===== config.mk =====
export PLATFORM = sky130hd
export DESIGN_NAME = muldiv_unit_flat
export DESIGN_NICKNAME = d
export VERILOG_FILES = /design/src/rtl/muldiv_if.sv /design/src/rtl/muldiv_unit.sv /design/src/flat_wrapper.sv
export SDC_FILE = /design/constraint.sdc
export NUM_CORES = 1
export LEC_CHECK = 0
export CORE_ASPECT_RATIO = 0.75
export CORE_MARGIN = 8
export CORE_UTILIZATION = 53
export CTS_BUF_LIST = sky130_fd_sc_hd__clkbuf_8 sky130_fd_sc_hd__clkbuf_16
export DETAILED_ROUTE_END_ITERATION = 6
export PLACE_DENSITY = 0.77
export SLEW_MARGIN = 20
export SYNTH_ARGS = -nofsm -noshare
export SYNTH_HDL_FRONTEND = slang
export SYNTH_SLANG_ARGS = --single-unit

===== constraint.sdc =====
create_clock -name clk -period 4.7 [get_ports clk]
set_input_delay 0.47 -clock clk [delete_from_list [all_inputs] [get_ports clk]]
set_output_delay 0.47 -clock clk [all_outputs]
set_load 0.01 [all_outputs]

===== src/rtl/muldiv_if.sv =====
`default_nettype none
// ----------------------------------------------------------------------------
// muldiv_if : launch/result bundle between the decoder and muldiv_unit
// Revision : 1.0
// ----------------------------------------------------------------------------
interface muldiv_if #(
  parameter int WIDTH = 32
);
  logic             start;
  logic [1:0]       op_sel;
  logic [WIDTH-1:0] src_a;
  logic [WIDTH-1:0] src_b;
  logic             flush;
  logic             busy;
  logic             done;
  logic [WIDTH-1:0] hi;
  logic [WIDTH-1:0] lo;
  logic             div_by_zero;

  modport master (
    output start, op_sel, src_a, src_b, flush,
    input  busy, done, hi, lo, div_by_zero
  );

  modport slave (
    input  start, op_sel, src_a, src_b, flush,
    output busy, done, hi, lo, div_by_zero
  );
endinterface
`default_nettype wire


===== src/rtl/muldiv_unit.sv =====
`default_nettype none
// ----------------------------------------------------------------------------
// muldiv_unit : iterative signed/unsigned multiply and divide into HI/LO
// Revision : 1.0
// ----------------------------------------------------------------------------
module muldiv_unit #(
  parameter int WIDTH = 32,
  parameter int CNT_W = 6
) (
  input  logic    clk,
  input  logic    rst,
  muldiv_if.slave bus
);

  typedef enum logic [1:0] {
    IDLE = 2'd0,
    CALC = 2'd1,
    FIX  = 2'd2
  } state_t;

  localparam logic [CNT_W-1:0] CNT_LAST = CNT_W'(WIDTH - 1);

  state_t             state;
  logic [CNT_W-1:0]   cnt;
  logic               is_div;
  logic               sign_q;
  logic               sign_r;
  logic               zero_div;
  logic [WIDTH-1:0]   opnd;
  logic [WIDTH-1:0]   raw_a;
  logic [2*WIDTH-1:0] acc;
  logic               busy_r;
  logic               done_r;
  logic               dbz_r;
  logic [WIDTH-1:0]   hi_r;
  logic [WIDTH-1:0]   lo_r;

  logic               in_signed;
  logic [WIDTH-1:0]   abs_a;
  logic [WIDTH-1:0]   abs_b;
  logic [WIDTH:0]     mul_sum;
  logic [2*WIDTH-1:0] mul_next;
  logic [WIDTH:0]     div_shift;
  logic [WIDTH:0]     div_diff;
  logic               div_geq;
  logic [2*WIDTH-1:0] div_next;
  logic [2*WIDTH-1:0] prod_fix;
  logic [WIDTH-1:0]   res_hi;
  logic [WIDTH-1:0]   res_lo;

  always_comb begin
    in_signed = ~bus.op_sel[0];
    abs_a     = (in_signed && bus.src_a[WIDTH-1]) ? -bus.src_a : bus.src_a;
    abs_b     = (in_signed && bus.src_b[WIDTH-1]) ? -bus.src_b : bus.src_b;

    // Shift-add: upper half accumulates, multiplier drains out of the low half.
    mul_sum  = {1'b0, acc[2*WIDTH-1:WIDTH]} + (acc[0] ? {1'b0, opnd} : '0);
    mul_next = {mul_sum, acc[WIDTH-1:1]};

    // Restoring divide: remainder in upper half, dividend/quotient in lower half.
    // Since remainder < divisor, the top bit of the difference is a clean borrow.
    div_shift = {acc[2*WIDTH-1:WIDTH], acc[WIDTH-1]};
    div_diff  = div_shift - {1'b0, opnd};
    div_geq   = ~div_diff[WIDTH];
    div_next  = {(div_geq ? div_diff[WIDTH-1:0] : div_shift[WIDTH-1:0]),
                 acc[WIDTH-2:0], div_geq};

    prod_fix = sign_q ? -acc : acc;
    res_hi   = prod_fix[2*WIDTH-1:WIDTH];
    res_lo   = prod_fix[WIDTH-1:0];
    if (is_div) begin
      if (zero_div) begin
        res_hi = raw_a;
        res_lo = '1;
      end else begin
        res_lo = sign_q ? -acc[WIDTH-1:0] : acc[WIDTH-1:0];
        res_hi = sign_r ? -acc[2*WIDTH-1:WIDTH] : acc[2*WIDTH-1:WIDTH];
      end
    end
  end

  always_ff @(posedge clk) begin
    if (rst) begin
      state    <= IDLE;
      cnt      <= '0;
      is_div   <= 1'b0;
      sign_q   <= 1'b0;
      sign_r   <= 1'b0;
      zero_div <= 1'b0;
      opnd     <= '0;
      raw_a    <= '0;
      acc      <= '0;
      busy_r   <= 1'b0;
      done_r   <= 1'b0;
      dbz_r    <= 1'b0;
      hi_r     <= '0;
      lo_r     <= '0;
    end else begin
      done_r <= 1'b0;
      case (state)
        IDLE: begin
          if (bus.start && !bus.flush) begin
            is_div   <= bus.op_sel[1];
            sign_q   <= in_signed & (bus.src_a[WIDTH-1] ^ bus.src_b[WIDTH-1]);
            sign_r   <= in_signed & bus.op_sel[1] & bus.src_a[WIDTH-1];
            zero_div <= bus.op_sel[1] & (bus.src_b == '0);
            raw_a    <= bus.src_a;
            opnd     <= bus.op_sel[1] ? abs_b : abs_a;
            acc      <= {{WIDTH{1'b0}}, (bus.op_sel[1] ? abs_a : abs_b)};
            cnt      <= '0;
            busy_r   <= 1'b1;
            state    <= CALC;
          end
        end
        CALC: begin
          if (bus.flush) begin
            busy_r <= 1'b0;
            state  <= IDLE;
          end else begin
            acc <= is_div ? div_next : mul_next;
            cnt <= cnt + 1'b1;
            if (cnt == CNT_LAST) begin
              state <= FIX;
            end
          end
        end
        FIX: begin
          busy_r <= 1'b0;
          state  <= IDLE;
          if (!bus.flush) begin
            hi_r   <= res_hi;
            lo_r   <= res_lo;
            dbz_r  <= zero_div;
            done_r <= 1'b1;
          end
        end
        default: begin
          busy_r <= 1'b0;
          state  <= IDLE;
        end
      endcase
    end
  end

  assign bus.busy        = busy_r;
  assign bus.done        = done_r;
  assign bus.hi          = hi_r;
  assign bus.lo          = lo_r;
  assign bus.div_by_zero = dbz_r;

endmodule
`default_nettype wire


===== src/flat_wrapper.sv =====
// flat-port wrapper written by rule: the top's interface ports become plain ports
module muldiv_unit_flat 
#(
  parameter int WIDTH = 32,
  parameter int CNT_W = 6
)
  (clk, rst, bus_start, bus_op_sel, bus_src_a, bus_src_b, bus_flush, bus_busy, bus_done, bus_hi, bus_lo, bus_div_by_zero);
  muldiv_if #(.WIDTH(WIDTH)) bus_i ();
  input  logic clk;
  input  logic rst;
  input wire logic [$bits(bus_i.start)-1:0] bus_start;
  input wire logic [$bits(bus_i.op_sel)-1:0] bus_op_sel;
  input wire logic [$bits(bus_i.src_a)-1:0] bus_src_a;
  input wire logic [$bits(bus_i.src_b)-1:0] bus_src_b;
  input wire logic [$bits(bus_i.flush)-1:0] bus_flush;
  output wire logic [$bits(bus_i.busy)-1:0] bus_busy;
  output wire logic [$bits(bus_i.done)-1:0] bus_done;
  output wire logic [$bits(bus_i.hi)-1:0] bus_hi;
  output wire logic [$bits(bus_i.lo)-1:0] bus_lo;
  output wire logic [$bits(bus_i.div_by_zero)-1:0] bus_div_by_zero;
  assign bus_i.start = bus_start;
  assign bus_i.op_sel = bus_op_sel;
  assign bus_i.src_a = bus_src_a;
  assign bus_i.src_b = bus_src_b;
  assign bus_i.flush = bus_flush;
  assign bus_busy = bus_i.busy;
  assign bus_done = bus_i.done;
  assign bus_hi = bus_i.hi;
  assign bus_lo = bus_i.lo;
  assign bus_div_by_zero = bus_i.div_by_zero;
  muldiv_unit #(.WIDTH(WIDTH), .CNT_W(CNT_W)) u_core (.clk(clk), .rst(rst), .bus(bus_i));
endmodule

==> key figures, run 1 <==
STA
  • Fmax: 235.8 MHz
  • Final Skew: 0.01433 ns
  • Final hold violation count: 0
  • WHS: 0.4458 ns
  • RSZ-0062 raised after global routing: no
  • Slew margin rel.: 32.43%
  • Setup_tns: 0 ns
  • Slew Viols, Final: 0
  • Slew @ Worst Pin: 1.011 ns
  • Worst setup margin: 0.4595 ns
  • Minimum clock period: 4.240 ns
  • Final period utilization: 90.22%
  • Setup-failing EPs final: 0

Clocking
  • # Post-CTS Setup Buffers: 0
  • Worst-path clk slew: 0.07 ns
  • CTS max path bufs: 3
  • CTS tree: yes
  • Clock sinks: 207
  • Clk root buf: clkbuf_16
  • CTS resizes: 0
  • Cts bufs inserted: 24
  • H-tree levels: 1
  • Worst-Skew Late Latency: 0.55 ns
  • Hold buffer count at cts: 0

Yosys
  • Number of standard cells after synthesis: 2,228
  • Synth cell types: 77
  • Number of synthesized flops with an enable pin: 0
  • Flops & latches, synth: 207
  • Sequential fraction of the synthesis area: 25.49%
  • Post-synthesis cell area: 0.01626 mm2
  • Synth warn: 0
  • Prevailing post-synth register cell: dfxtp_1
  • Net Count, Synth: 2,369
  • Synth Area per Inst: 7.298 um2
  • FFs w/ async S/R, synth: 0%

Hold path
  • HP Class: in2reg
  • Number of cells on the worst hold path: 3
  • Hold Startpoint: rst
  • Worst Hold End: u_core.acc[44]

Place
  • Placement Setup Slack: 0.6422 ns
  • GPL Wtd Cong: 0.9927
  • Hpwl dp: 44,680 um
  • Area after DPL: 0.01782 mm2
  • Port Buffer Count: 136

Global routing
  • Vias in the first global route: 15.60k
  • First-pass GRT wire length: 90,750 um
  • Pin count of the biggest net entering global routing: 168
  • Initial antenna violation count: 1
  • Congestion Overflow GR: 0
  • Total GRT Usage: 31.02%

Detailed routing
  • DRC: 0
  • Final wirelength: 59,450 um
  • Vias post-DR: 17.26k
  • Avg WL per Cell: 22.15 um
  • DR pass1 iterations: 7
  • Antenna Nets Post-Route: 0
  • Via density: 6.430
  • Initial DRC Count: 2,105

Worst setup path
  • Crit start category: register
  • Crit path required time: 5.15 ns
  • FF-to-FF setup slack: 0.46 ns
  • R2R Path Start: u_core.acc[0]
  • CP endpoint kind: register
  • RR Endpoint: u_core.acc[57]
  • CP Max Fanout: 18
  • Setup CP Type: reg2reg
  • FF-to-FF path depth: 12
  • CP Data Arrival Time: 4.69 ns

Floorplanning
  • Top-level I/O count: 137
  • Site Rows: 55
  • Die Ht: 167.7 um
  • Die area: 0.03660 mm2
  • Chip width: 218.2 um
  • Initial core utilization: 53.82%
  • Core area: 0.03021 mm2

Job
  • Maxcap violations: 0

Final layout
  • Synthesis-to-layout area growth: 14.61%
  • Final Cell Area: 0.01864 mm2
  • Share of layout cells above drive strength 1: 5.120%
  • Ant diodes: 0
  • Nets: 2,410

Power and ir drop
  • Static Leakage: 6.998 nW
  • Power per Cell Area: 261.8 mW/mm2
  • VDD IR-drop max: 0.0002353 V
  • Pwr Total: 0.004879 W

Outcome
  • Status: finished clean
[cells in the final DEF (no fill, tap or decap), types with 37 or more instances in the layout]
cell type          n
nor3_1            37
o211ai_1          37
o21ai_0          128
buf_4             41
xor2_1           100
nor2_1           239
ha_1              69
dfxtp_1          204
a211oi_1          78
mux2i_1           78
inv_1             68
nand2_1          314
a21oi_1          190
xnor2_1           98
clkdlybuf4s50_1  134
[stage by stage]
stage	instances	util, %
final	2684	61.69
after floorplan	2228	-
after global routing	2684	61.69
after detailed placement	2642	58.99
after global placement	2642	58.99
after CTS	2684	61.68
[cells in the mapped netlist (5+ instances only)]
library cell,count,area [um2]
a22oi_1,13,97.59
xnor2_1,98,858.3
or4_1,16,120.1
nand2b_1,23,143.9
dfxtp_1,207,4144
buf_2,10,50.05
clkbuf_1,137,514.2
o41ai_1,15,131.4
a31oi_1,35,219.0
and2_1,12,75.07
a211o_1,5,43.79
o21a_1,11,82.58
a211oi_1,78,585.6
ha_1,69,863.3
or3_1,25,156.4
o31ai_1,35,262.8
a221o_1,7,70.07
and3_1,10,62.56
nor4_1,18,112.6
mux2_2,6,67.56
inv_1,63,236.5
o21ai_0,128,640.6
nand3_1,32,160.2
o211ai_1,37,277.8
nand4_1,14,87.58
buf_1,13,48.80
nand2_1,314,1179
nor3_1,37,185.2
mux2i_1,78,780.8
xor2_1,100,875.8
o22ai_1,16,100.1
or2_2,7,43.79
a21oi_1,191,955.9
o21bai_1,7,52.55
nor2_1,240,900.9
nor2b_1,12,75.07
a21o_1,32,240.2
[power by group]
part | switching (W) | internal [W] | leakage (nW) | total (W)
Combinational | 0.000623 | 0.000386 | 4.90 | 0.00101
Clock | 0.000810 | 0.00116 | 0.416 | 0.00197
Sequential | 0.0000916 | 0.00181 | 1.68 | 0.00190
[logic make-up after synthesis]
family / share of synthesized area [%]
AO/OA/AOI/OAI: 25.95
buffers and inverters: 5.341
adder cells (fa/ha/maj): 5.556
multiplexers: 5.217
flip-flops: 25.49
XOR/XNOR: 10.67
AND/OR/NAND/NOR: 21.79
[flip-flops by register name, indices dropped and copies added (netlist names)]
| signal | flops |
|---|---|
| u_core.sign_q | 1 |
| u_core.bus.lo | 32 |
| u_core.sign_r | 1 |
| u_core.zero_div | 1 |
| u_core.acc | 64 |
| u_core.bus.hi | 32 |
| u_core.state | 2 |
| u_core.opnd | 32 |
| u_core.is_div | 1 |
| u_core.bus.done | 1 |
| u_core.bus.busy | 1 |
| u_core.raw_a | 32 |
| u_core.bus.div_by_zero | 1 |
| u_core.cnt | 6 |
[critical path: stages (launching register included)]
cell,delay (ns)
dfxtp_1,0.38
inv_1,0.61
buf_4,0.35
nor2_1,0.08
ha_1,0.37
nand3_1,0.16
nor3_1,0.12
a221o_1,0.35
a2111oi_2,0.81
o31ai_1,0.22
a2111oi_0,0.38
and3b_1,0.22
o311ai_1,0.07
[metal layers]
layer	track usage, %	vias up	part of all wire [%]
met1	44.60	8133	44
met4	9.125	2	3.1
met3	9.453	98	13
met5	0	-	0.020
met2	43.54	1002	40
li1	-	8023	-
[layout make-up]
cell class | instances | area, um2
clock buffer | 28 | 655.6
clock inverter | 14 | 156.4
fill | 2738 | 11570
inverter | 63 | 236.5
multi-input combinational | 1796 | 11260
sequential | 207 | 4153
tap | 399 | 499.2
timing repair buffer | 177 | 1674
[how the worst max path moves through the flow]
stage	startpoint	endpoint	depth (start not counted)
finish	u_core.acc[0]	u_core.acc[57]	12
global route	u_core.acc[0]	u_core.acc[57]	12
CTS	u_core.acc[0]	u_core.acc[63]	12
detailed placement	u_core.acc[0]	u_core.acc[63]	12
global placement	u_core.acc[0]	u_core.acc[57]	12
floorplan	u_core.acc[0]	u_core.acc[57]	14
Note: power is estimated with default switching activity, not from simulation.
==> run 2: changes to the inputs <==
--- a/config.mk
+++ b/config.mk
@@ -10,6 +10,7 @@
 export CORE_UTILIZATION = 53
 export CTS_BUF_LIST = sky130_fd_sc_hd__clkbuf_8 sky130_fd_sc_hd__clkbuf_16
 export DETAILED_ROUTE_END_ITERATION = 6
+export HOLD_SLACK_MARGIN = 0.05
 export PLACE_DENSITY = 0.77
 export SLEW_MARGIN = 20
 export SYNTH_ARGS = -nofsm -noshare
==> results of run 2 <==
Final layout, timing and power as in run 1 (identical DEF).
